**src/rtl/life_board_arbiter.sv**
```systemverilog
// Single-port arbiter for the 1-bit Life board RAM: display read has priority, engine and writer share round-robin.
// Optional build macro ARB_STATS_EN adds saturating grant/miss statistics outputs.
module life_board_arbiter #(
  parameter int ADDR_W       = 11,
  parameter int STARVE_LIMIT = 15
) (
  input  logic              clk,
  input  logic              rst_n,
  input  logic              disp_req,
  input  logic [ADDR_W-1:0] disp_addr,
  output logic              disp_gnt,
  input  logic              eng_req,
  input  logic [ADDR_W-1:0] eng_addr,
  output logic              eng_gnt,
  input  logic              wr_req,
  input  logic [ADDR_W-1:0] wr_addr,
  input  logic              wr_data,
  output logic              wr_gnt,
  output logic              ram_en,
  output logic              ram_we,
  output logic [ADDR_W-1:0] ram_addr,
  output logic              ram_wdata,
  input  logic              ram_rdata,
  output logic              rd_valid,
  output logic [1:0]        rd_port,
  output logic              rd_data,
  output logic              disp_miss
`ifdef ARB_STATS_EN
  ,
  output logic [15:0]       stat_disp_miss,
  output logic [15:0]       stat_eng_gnt,
  output logic [15:0]       stat_wr_gnt
`endif
);

  typedef enum logic [1:0] {
    PORT_DISP = 2'd0,
    PORT_ENG  = 2'd1
  } port_e;

  localparam logic [7:0] LIMIT = 8'(STARVE_LIMIT);

  logic       rr_wr_first;
  logic [7:0] starve_cnt;
  logic       bg_req;
  logic       starve;
  logic       eng_wins;
  logic       wr_wins;
  port_e      ram_port;

  assign bg_req   = eng_req | wr_req;
  assign eng_wins = eng_req & (~wr_req | ~rr_wr_first);
  assign wr_wins  = wr_req  & (~eng_req | rr_wr_first);
  // A starvation cycle needs a background requester to hand the port to.
  assign starve   = disp_req & bg_req & (starve_cnt == LIMIT);

  assign disp_gnt  = disp_req & ~starve;
  assign eng_gnt   = ~disp_gnt & eng_wins;
  assign wr_gnt    = ~disp_gnt & wr_wins;
  assign disp_miss = starve;

  // NOTE: all state below uses non-blocking assignments so every register samples pre-edge values.
  always_ff @(posedge clk or negedge rst_n) begin
    if (!rst_n) begin
      rr_wr_first <= 1'b0;
      starve_cnt  <= '0;
    end else begin
      if (eng_gnt || wr_gnt) begin
        starve_cnt <= '0;
      end else if (bg_req && starve_cnt != LIMIT) begin
        starve_cnt <= starve_cnt + 8'd1;
      end
      if (eng_gnt) begin
        rr_wr_first <= 1'b1;
      end else if (wr_gnt) begin
        rr_wr_first <= 1'b0;
      end
    end
  end

  // Address and write data hold their last value on idle cycles.
  always_ff @(posedge clk or negedge rst_n) begin
    if (!rst_n) begin
      ram_en    <= 1'b0;
      ram_we    <= 1'b0;
      ram_addr  <= '0;
      ram_wdata <= 1'b0;
      ram_port  <= PORT_DISP;
    end else begin
      ram_en <= disp_gnt | eng_gnt | wr_gnt;
      ram_we <= wr_gnt;
      if (disp_gnt) begin
        ram_addr <= disp_addr;
        ram_port <= PORT_DISP;
      end else if (eng_gnt) begin
        ram_addr <= eng_addr;
        ram_port <= PORT_ENG;
      end else if (wr_gnt) begin
        ram_addr  <= wr_addr;
        ram_wdata <= wr_data;
      end
    end
  end

  always_ff @(posedge clk or negedge rst_n) begin
    if (!rst_n) begin
      rd_valid <= 1'b0;
      rd_port  <= PORT_DISP;
    end else begin
      rd_valid <= ram_en & ~ram_we;
      rd_port  <= ram_port;
    end
  end

  assign rd_data = rd_valid & ram_rdata;

`ifdef ARB_STATS_EN
  always_ff @(posedge clk or negedge rst_n) begin
    if (!rst_n) begin
      stat_disp_miss <= '0;
      stat_eng_gnt   <= '0;
      stat_wr_gnt    <= '0;
    end else begin
      if (disp_miss && stat_disp_miss != 16'hFFFF) stat_disp_miss <= stat_disp_miss + 16'd1;
      if (eng_gnt && stat_eng_gnt != 16'hFFFF)     stat_eng_gnt   <= stat_eng_gnt + 16'd1;
      if (wr_gnt && stat_wr_gnt != 16'hFFFF)       stat_wr_gnt    <= stat_wr_gnt + 16'd1;
    end
  end
`endif

endmodule
```
**config.mk**
```make
export PLATFORM = sky130hd
export DESIGN_NAME = life_board_arbiter
export DESIGN_NICKNAME = d
export VERILOG_FILES = /design/src/rtl/life_board_arbiter.sv
export SDC_FILE = /design/constraint.sdc
export NUM_CORES = 1
export LEC_CHECK = 0
export ABC_AREA = 0
export CAP_MARGIN = 20
export CORE_AREA = 2 2 61 63
export CTS_CLUSTER_SIZE = 25
export DETAILED_ROUTE_END_ITERATION = 7
export DIE_AREA = 0 0 63 65
export GPL_TIMING_DRIVEN = 1
export MAX_ROUTING_LAYER = met4
export PLACE_DENSITY = 0.91
export SYNTH_ARGS = -nofsm -noshare
export SYNTH_HDL_FRONTEND = slang
export SYNTH_SLANG_ARGS = --single-unit
```
**constraint.sdc**
```tcl
create_clock -name clk -period 3 [get_ports clk]
set_input_delay 0.6 -clock clk [delete_from_list [all_inputs] [get_ports clk]]
set_output_delay 0.6 -clock clk [all_outputs]
set_load 0.02 [all_outputs]
```
**After elaboration in Yosys (flattened, before gate mapping)**

Index checks and enable logic that the tools add are counted.

- $add $sub $neg: 1
- Equality and inequality tests: 2
- Multiplexer cells: 9
- Bitwise gates (word level): 21
- Reductions and logical operators: 7

Operator list:

| kind | number |
|---|---|
| $mux W11 | 3 |
| $mux W8 | 2 |
| $and A1 B1 Y1 | 9 |
| $add A8 B1 Y8 const B | 1 |
| $eq A8 B4 Y1 const B | 1 |
| $ne A8 B4 Y1 const B | 1 |
| $not A1 Y1 | 7 |
| $reduce_bool A2 Y1 | 3 |
| $or A1 B1 Y1 | 5 |
| $mux W2 | 2 |
| $reduce_and A3 Y1 | 1 |
| $reduce_bool A3 Y1 | 1 |
| $mux W1 | 2 |
| $logic_and A1 B1 Y1 | 1 |
| $logic_or A1 B1 Y1 | 1 |

- Register bits: 28
- Input bits: 40
- Output and inout bits: 22
- Word-level logic and storage cells: 49

**Depth between registers and ports, before layout**

Gate-level depths: netlist (run 1).

- Word-level depth: 10
- Depth in mapped cells: 6
- Depth with buffers taken out: 5

**Worst setup path before layout (run 1)**

No wires, ideal clock.

- Path type: reg-to-output
- From: reg starve_cnt[5]
- To: out eng_gnt
- Arrival time: 1.779 ns
- Required time: 2.400 ns
- Setup slack: 0.621 ns
- Stages on the path, launching flop included: 6
- Path buffers: 2
- Cell sequence: dfrtp_1 or4_4 buf_6 o21a_4 buf_4 nor2b_1

- Word-level cells in the longest chain between the ends: 6

RTL lines:

| what | line | RTL |
|---|---|---|
| start: declaration | 44 | `logic [7:0] starve_cnt;` |
| start signal: assignment | 71 | `starve_cnt <= starve_cnt + 8'd1;` |
| $eq A8 B4 Y1 | 55 | `assign starve = disp_req & bg_req & (starve_cnt == LIMIT);` |
| $and A1 B1 Y1 | 55 |  |
| $not A1 Y1 | 57 | `assign disp_gnt = disp_req & ~starve;` |
| $and A1 B1 Y1 | 57 |  |
| $not A1 Y1 (no source line) | - |  |
| $and A1 B1 Y1 | 58 | `assign eng_gnt = ~disp_gnt & eng_wins;` |
| end: declaration | 14 | `output logic eng_gnt,` |

Every way passes these cells.

**Final worst setup path (run 1)**

- From: in wr_req
- To: out disp_miss

- Word-level cells in the longest chain between the ends: 3

RTL lines:

| what | line | RTL |
|---|---|---|
| start: declaration | 15 | `input logic wr_req,` |
| $or A1 B1 Y1 | 51 | `assign bg_req = eng_req \| wr_req;` |
| $and A1 B1 Y1 (2 in a row) | 55 |  |
| end: declaration | 27 | `output logic disp_miss` |

Every way passes these cells.

==> results_dict.tcl, run 1 <==
set metrics [dict create \
    die_y_um 65 \
    fmax_mhz 339.6 \
    yosysUniqueCellTypes 39 \
    final_net_count 253 \
    peakVddDrop_mv 0.1945 \
    layout-drive-gt1-share 0.1429 \
    place_ws_ps -81.26 \
    critical_path_peak_fanout 5 \
    insertion_delay_ps 320 \
    synth_compound_area_frac 0.2243 \
    grt-ovfl-total 0 \
    powerDensity_nw_per_um2 379.4 \
    slew_violations 0 \
    syn_to_final_growth_pct 43.96 \
    syn_area_sq_um 1523 \
    dieWidth_um 63 \
    fin_crit_ps 2945 \
    tightest_slew_ps 691.4 \
    critPathArrivalTime_ps 2340 \
    crit_start "wr_req" \
    synth_edf_count 0 \
    p_leak_nw 0.8696 \
    r2r-start "starve_cnt[5]$_DFFE_PN0P_" \
    ant_nets 0 \
    grt_usage 0.1928 \
    rsz0062_at_grt "false" \
    start_util 0.4356 \
    critical_path_class "input port to output port" \
    numCtsBuffers 3 \
    outcome "finished, final reports clean" \
    yosysMostFrequentCell "dfrtp_1" \
    muxShareOfSynthArea 0.03533 \
    finalSetupViolations 0 \
    slowest_delay_ps 660 \
    synth_warnings 0 \
    design.die.area_sq_um 4095 \
    vias 1350 \
    clock_sinks 26 \
    min_period_over_period 0.9816 \
    netlist.area_leader.share 0.4273 \
    rows 22 \
    syn_avg_cell_area_sq_um 10.22 \
    min_from "ram_port[0]$_DFFE_PN0P_" \
    slowest_stage "clkdlybuf4s50_1" \
    worstSetupStartpointType "input port" \
    grt_max_degree 27 \
    hp-class "flip-flop to flip-flop" \
    cts_buffer_depth 2 \
    place_hpwl_mm 2.682 \
    grt_pass1_vias 1301 \
    worst_ep_required_time_ps 2400 \
    seq_area_frac_synth 0.4273 \
    wl_per_cell_um 13.74 \
    h-tree-depth 1 \
    synth_top_family_by_area "simple AND/OR/NAND/NOR gates" \
    path_clk_slew_ps 140 \
    antenna_found_initial 0 \
    utilization 0.6271 \
    core_area_sq_um 3496 \
    maxSlewHeadroom 0.5391 \
    dr.first_iter.drc_count 25 \
    holdWs_ps 391.9 \
    cts_tree "done" \
    synth_area_leaders "dfrtp_1 43%, nor3b_2 8.2%, o22a_1 6.3%" \
    yosys-top-cells-count "26 x dfrtp_1, 19 x nand2_1, 19 x nor2_1" \
    end_kind "output port" \
    maxCapViolations 0 \
    hold_viol 0 \
    setup_ws_ps 55.10 \
    io_pins 62 \
    fin_skew_ps 1.511 \
    grt_pass1_wl_mm 6.009 \
    via_per_inst 5.233 \
    place_congestion 0.7806 \
    synth-simple-area-share 0.2432 \
    ys_seq_elements 26 \
    crit_chain "clkdlybuf4s50_1 -> nor2_1 -> buf_4 -> nor4_1 -> clkdlybuf4s50_1" \
    synth_area_leader_cell "dfrtp_1" \
    ys.flop_type "dfrtp_1" \
    synth_fa_ha_area_frac 0.008217 \
    drc_errors 0 \
    yosys.area_share.xor_xnor 0 \
    root_buffer "clkbuf_4" \
    num_antenna_cells 0 \
    port_buffers 60 \
    totalWireLength_mm 3.544 \
    synthArstFlopShare 1.000 \
    first_pass_iters 5 \
    postSynthCellCount 149 \
    fillCellCount 291 \
    critPathMostFrequentCell "clkdlybuf4s50_1" \
    synth_fp_nets 190 \
]
==> report_power, final <==
part	internal (mW)	leakage, nW	switching (mW)
Clock	0.0471	0.0138	0.104
Combinational	0.149	0.547	0.127
Sequential	0.383	0.309	0.0214
Total	0.579	0.870	0.252
==> final timing paths <==
kind                       slack (ps)                   endpoint  cells after the start
min reg2reg                       390       rd_port[0]$_DFF_PN0_                      0
max in group asynchronous        2120  starve_cnt[3]$_DFFE_PN0P_                      2
max                                60                  disp_miss                      5
min                               390       rd_port[0]$_DFF_PN0_                      0
min in group asynchronous         630  starve_cnt[2]$_DFFE_PN0P_                      2
max reg2reg                       900    ram_addr[0]$_DFFE_PN0P_                      4
==> cell type report <==
type                            count  area, sq um  area share
Clock buffer                        3        22.52     0.01027
Timing Repair Buffer               68        661.9      0.3019
Tap cell                           48        60.06     0.02740
Sequential cell                    26        650.6      0.2968
Inverter                            3        11.26    0.005137
Multi-Input combinational cell    110        785.8      0.3584
==> layout by cell type, fill, tap and decap left out, types with 2 or more instances in the layout <==
cell type and count:
a21o_1 2, a22o_1 4, buf_4 8, clkbuf_4 3
clkdlybuf4s50_1 57, dfrtp_1 26, inv_1 3, mux2_2 2
mux2i_1 2, nand2_1 19, nand3_1 2, nor2_1 19
nor2b_1 3, nor3_1 2, nor3b_2 10, o21ai_0 4
o22a_1 11, o22ai_1 11
==> what timing repair did <==
item | in CTS | in global routing
gates resized for setup | 2 | 2
endpoints found under the hold margin | 0 | 0
pin swaps | 0 | 0
hold buffers | 0 | 0
setup buffers | 0 | 0
setup endpoints to repair | 2 | 2
==> stage by stage <==
stage	setup TNS [ps]	cell area, sq um	power, mW	cells
floorplan	0	1523	0.5503	149
global placement	-40.18	2168	0.6837	255
detailed placement	-81.26	2168	0.6916	255
CTS	0	2188	0.8364	258
global route	0	2192	0.8755	258
finish	0	2192	0.8316	258
==> cell families after synthesis <==
logic type	Yosys count
AO/OA/AOI/OAI	41
adder cells (fa/ha/maj)	1
buffers and inverters	13
flip-flops	26
multiplexers	5
other	1
AND/OR/NAND/NOR	62
==> per-layer routing <==
| layer | share of wire | track usage |
|---|---|---|
| met2 | 0.50 | 0.3298 |
| met1 | 0.42 | 0.2285 |
| met4 | 0.013 | 0.05833 |
| met5 | 0 | - |
| met3 | 0.069 | 0.04167 |
==> sequential cells by signal, indices dropped and copies added, names as in the netlist <==
register / count
ram_we: 1
ram_port: 1
rr_wr_first: 1
ram_wdata: 1
ram_addr: 11
rd_valid: 1
ram_en: 1
starve_cnt: 8
rd_port: 1
==> worst max-delay path: cells and delay by family <==
kind / cells / cell delay (ps)
and+or+nand+nor: 2 / 380
buffers and inverters: 3 / 1370
Power figures use the tool's default switching activity.
==> inputs of run 2 (changes only) <==
Settings changed: GPL_ROUTABILITY_DRIVEN from default to 0.
==> results of run 2 <==
The final DEF is identical to that of run 1; final timing and power are the same.
==> variant 1: new RTL, flow settings as in run 2 <==
The parameter `ADDR_W` goes from 11 to 10.
--- a/src/rtl/life_board_arbiter.sv
+++ b/src/rtl/life_board_arbiter.sv
@@ -3,3 +3,3 @@
 module life_board_arbiter #(
-  parameter int ADDR_W       = 11,
+  parameter int ADDR_W       = 10,
   parameter int STARVE_LIMIT = 15
Ports: changed (resized disp_addr, eng_addr, ram_addr and wr_addr); port bits go from 62 to 58. The function was not compared with the original's and may differ.
==> variant 1 against run 2 <==
Area after synthesis down 7.0%; routed wire length grew 8.2%; largest cell class unchanged; power is 6.6% lower; via count increased by 1.3%; clock skew rose by 0.0097 ns; critical path type unchanged; non-clock buffer count stayed put; sequential cell count down 1; register-to-register slack better by 0.09 ns; worst setup slack better by 0.021 ns; core utilization decreased by 2.8 points; combinational power decreased by 13%; cell area is 4.4% lower; synthesized cell count fell by 5.4%; count of clock-buffer cells in the layout grew 1.
==> variant 1: results (changes against run 2) <==
| Metric | Value |
|---|---|
| Run status | complete, no violations |
| Layout net count | 243 (-4.0%) |
| Fraction of standard cell area in multi-input logic | 33.9% (-1.9 points) |
| Vias in the first global route | 1340 (+3.0%) |
| Commonest cells in the synthesized netlist | dfrtp_1 (25), nand2_1 (16), nor3_1 (9), o21ai_0 (8), nor2_1 (7) |
| Peak supply drop | 0.125 mV (-35%) |
| Multi-input logic cell count | 103 (-6.4%) |
| Highest net fanout along the worst path | 7 (+2) |
| Seq Cell Count | 25 (-3.8%) |
| Cell types occupying the most area after synthesis | dfrtp_1 (44%), nand2_1 (4.2%), nor3_1 (3.2%) |
| Unique masters post-synth | 45 (+15%) |
| DRC violation total after the first TritonRoute iteration | 88 (+250%) |
| Met2 wire length | 1.86 mm (+5.9%) |
| Met3 wire length | 287 um (+18%) |
| Post-synthesis net count | 179 (-5.8%) |
| Maximum number of pins on one net before global-route repair | 26 (-3.7%) |
| Share of final layout cell area taken by clock buffers and inverters | 1.25% (+0.23 points) |
| Number of signal-net inverters in the final layout | 4 (+1) |
| Placed Cells | 248 (-2.7%) |
| Post-DP Area | 2050 um^2 (-5.4%) |
| GR Util met2 | 33.6% (+0.66 points) |
| Fraction of the mapped netlist area in adder cells | 0.883% (+0.062 points) |
| Number of fill cells in the layout | 277 (-4.8%) |
| Worst clock skew on the final layout | 0.0112 ns (+0.00969 ns) |
| Layout clock buffers | 4 (+1) |
| Mux cell area share after synthesis | 3.62% (+0.089 points) |
| Stage delay of the slowest cell on the critical path | 0.55 ns (-0.11 ns) |
| Data arrival, critical path | 2.32 ns (-0.02 ns) |
| Met3 track utilization from global routing | 4.86% (+0.69 points) |
| Global-route wire length before repair | 6.28 mm (+4.5%) |
| Setup WS pre-CTS | 0.0189 ns (+0.100 ns) |
| Compound-cell area share of the yosys netlist | 22.1% (-0.35 points) |
| Routed wire length per instance | 15.2 um (+11%) |
| Global routing usage on met1 | 23.5% (+0.66 points) |
| Overall global routing resource usage | 20.1% (+0.80 points) |
| Count of input and output buffers | 56 (-6.7%) |
| Non-clock buffer contribution to total cell area | 31.4% (+1.2 points) |
| Number of vias after detailed routing | 1368 (+1.3%) |
| Leakage | 0.000898 uW (+3.2%) |
| Sequential element share of the synthesized area | 44.2% (+1.4 points) |
variant 1: path summary, 6_finish.rpt:
check | cells after the start | start | slack, ns | end
worst max-delay path | 6 | disp_req | 0.08 | eng_gnt
worst min-delay path | 0 | ram_port[0] | 0.40 | rd_port[0]
worst max register to register | 4 | starve_cnt[7] | 0.99 | ram_addr[2]
worst min register to register | 0 | ram_port[0] | 0.40 | rd_port[0]
max in group asynchronous | 2 | rst_n | 2.13 | starve_cnt[6]
min in group asynchronous | 2 | rst_n | 0.63 | starve_cnt[7]
variant 1: report_power, final:
group | switching [uW] | total (uW) | leakage [uW] | internal [uW]
registers | 19.4 | 385 | 0.000308 | 366
logic | 109 | 239 | 0.000575 | 130
clock network | 100 | 153 | 0.0000150 | 52.1
total | 229 | 777 | 0.000898 | 548
variant 1: what timing repair did:
item	in CTS	in global routing
gates resized for setup	0	5
hold buffers	0	0
setup buffers	0	0
endpoints found under the setup margin	2	3
==> variant 2: new RTL, settings of run 2 <==
Made on the original files. Compare `starve_cnt` against `LIMIT` with >= in place of ==.
--- a/src/rtl/life_board_arbiter.sv
+++ b/src/rtl/life_board_arbiter.sv
@@ -54,3 +54,3 @@
   // A starvation cycle needs a background requester to hand the port to.
-  assign starve   = disp_req & bg_req & (starve_cnt == LIMIT);
+  assign starve   = disp_req & bg_req & (starve_cnt >= LIMIT);
 
Function: same outputs for any inputs over 10 cycles, from zero or initial values and one cycle with rst_n low; that may be too few to reach the edited logic, so the function may still have changed.
==> variant 2 against run 2 <==
Die area unchanged; clock skew increased by 0.0013 ns; area after synthesis increased by 1.6%; cell area increased by 2.5%; clock power grew 62%; highest routed layer unchanged; worst setup slack improved by 0.099 ns; routed wire length is 18% higher; combinational power up 2%; synthesized cell count increased by 13%; global-route usage is 2.3 points higher; power is 12% higher; sequential cell count stayed put.
==> variant 2: results (changes against run 2) <==
| Metric | Value |
|---|---|
| Launch point of the critical path | disp_req |
| Run status | complete, no violations |
| Share of final layout cell area taken by clock buffers and inverters | 2.34% (+1.3 points) |
| Met3 wire length | 283 um (+16%) |
| Number of signal-net inverters in the final layout | 4 (+1) |
| Vias in the first global route | 1406 (+8.1%) |
| Drt pass-1 iters | 4 (-1) |
| Overall global routing resource usage | 21.6% (+2.3 points) |
| Cell types occupying the most area after synthesis | dfrtp_1 (42%), a221o_1 (5.8%), nand2_1 (4.1%) |
| Leakage | 0.000943 uW (+8.5%) |
| R2r startpoint | starve_cnt[6] |
| Source-to-sink clock delay at the later pin of the worst-skew pair | between 0.3 and 0.4 ns |
| Number of gates resized after cts | 0 (-2) |
| Clock group total power | 245 uW (+62%) |
| Non-clock buffer contribution to total cell area | 29.6% (-0.57 points) |
| Highest net fanout along the worst path | 9 (+4) |
| Multi-input gate area in the final layout | 803 um^2 (+2.2%) |
| Stage delay of the slowest cell on the critical path | 0.70 ns (+0.04 ns) |
| Cell count after synthesis | 168 (+13%) |
| DRC violation total after the first TritonRoute iteration | 93 (+270%) |
| GR Util met2 | 34.2% (+1.2 points) |
| Number of vias per cell after detailed routing | 5.63 (+7.5%) |
| Met3 track utilization from global routing | 3.99% (-0.17 points) |
| Unique masters post-synth | 42 (+7.7%) |
| Internal power | 668 uW (+15%) |
| Yosys top cell area share | 42.1% (-0.66 points) |
| Slew at the pin closest to its max-slew limit | 0.599 ns (-0.0927 ns) |
| Initial antenna violation count | 0 (unchanged) |
| Commonest cells in the synthesized netlist | dfrtp_1 (26), nand2_1 (17), nor2_1 (14), nand3_1 (11) |
| Placed Cells | 274 (+7.5%) |
| Routed Wire Length | 4.19 mm (+18%) |
| Share of layout cells above drive strength 1 | 10.9% (-3.4 points) |
| FF-to-FF End | ram_addr[3] |
| Global-route wire length before repair | 6.85 mm (+14%) |
| Register clock-pin slew on the reported worst setup and hold paths | roughly 0.15 ns |
| Worst clock skew on the final layout | 0.00281 ns (+0.00130 ns) |
| Global routing usage on met1 | 29.0% (+6.1 points) |
| Length in cells of the worst reg-to-reg path | 4 (unchanged) |
| Multi-input logic cell count | 128 (+16%) |
| Data arrival, critical path | 2.25 ns (-0.09 ns) |
| Post-synthesis net count | 209 (+10%) |
| Half-perimeter wire length after detailed placement | 3.09 mm (+15%) |
| Met2 wire length | 2.14 mm (+22%) |
| Count of inserted antenna diode cells | 0 (unchanged) |
| Peak supply drop | 0.231 mV (+19%) |
| Reg2reg setup slack | 1.01 ns (+0.11 ns) |
| Fraction of standard cell area that is sequential | 29.0% (-0.73 points) |
| DRT met1 WL | 1.74 mm (+17%) |
| Number of fill cells in the layout | 292 (+0.34%) |
| Non-filler cells, final | 278 (+7.8%) |
| Sequential element share of the synthesized area | 42.1% (-0.66 points) |
-- variant 2: changes by cell type in the layout (fill, tap and decap cells not counted), moves of 9 or more --
cell / change
o22ai_1: -11
nand3_1: +9
nor3b_2: -9
a221o_1: +9
o22a_1: -11
-- variant 2: through the flow --
| step | power [uW] | hold slack (ns) | setup slack (ns) | cell area (um^2) | util (%) |
|---|---|---|---|---|---|
| floorplan | 549 | 0.304 | 0.884 | 1550 | - |
| global placement | 687 | 0.372 | 0.127 | 2180 | 62.4 |
| detailed placement | 694 | 0.389 | 0.100 | 2180 | 62.4 |
| CTS | 938 | 0.422 | 0.0163 | 2230 | 63.9 |
| global route | 975 | 0.440 | 0.0915 | 2250 | 64.3 |
| finish | 933 | 0.429 | 0.154 | 2250 | 64.3 |
-- variant 2: cells by family after synthesis --
group | synth area share (%)
DFF | 42.1
adders and majority gates | 0.809
muxes | 2.67
buffers and inverters | 6.47
AOI/OAI and AO/OA | 19.1
other | 0.242
and+or+nand+nor | 28.6
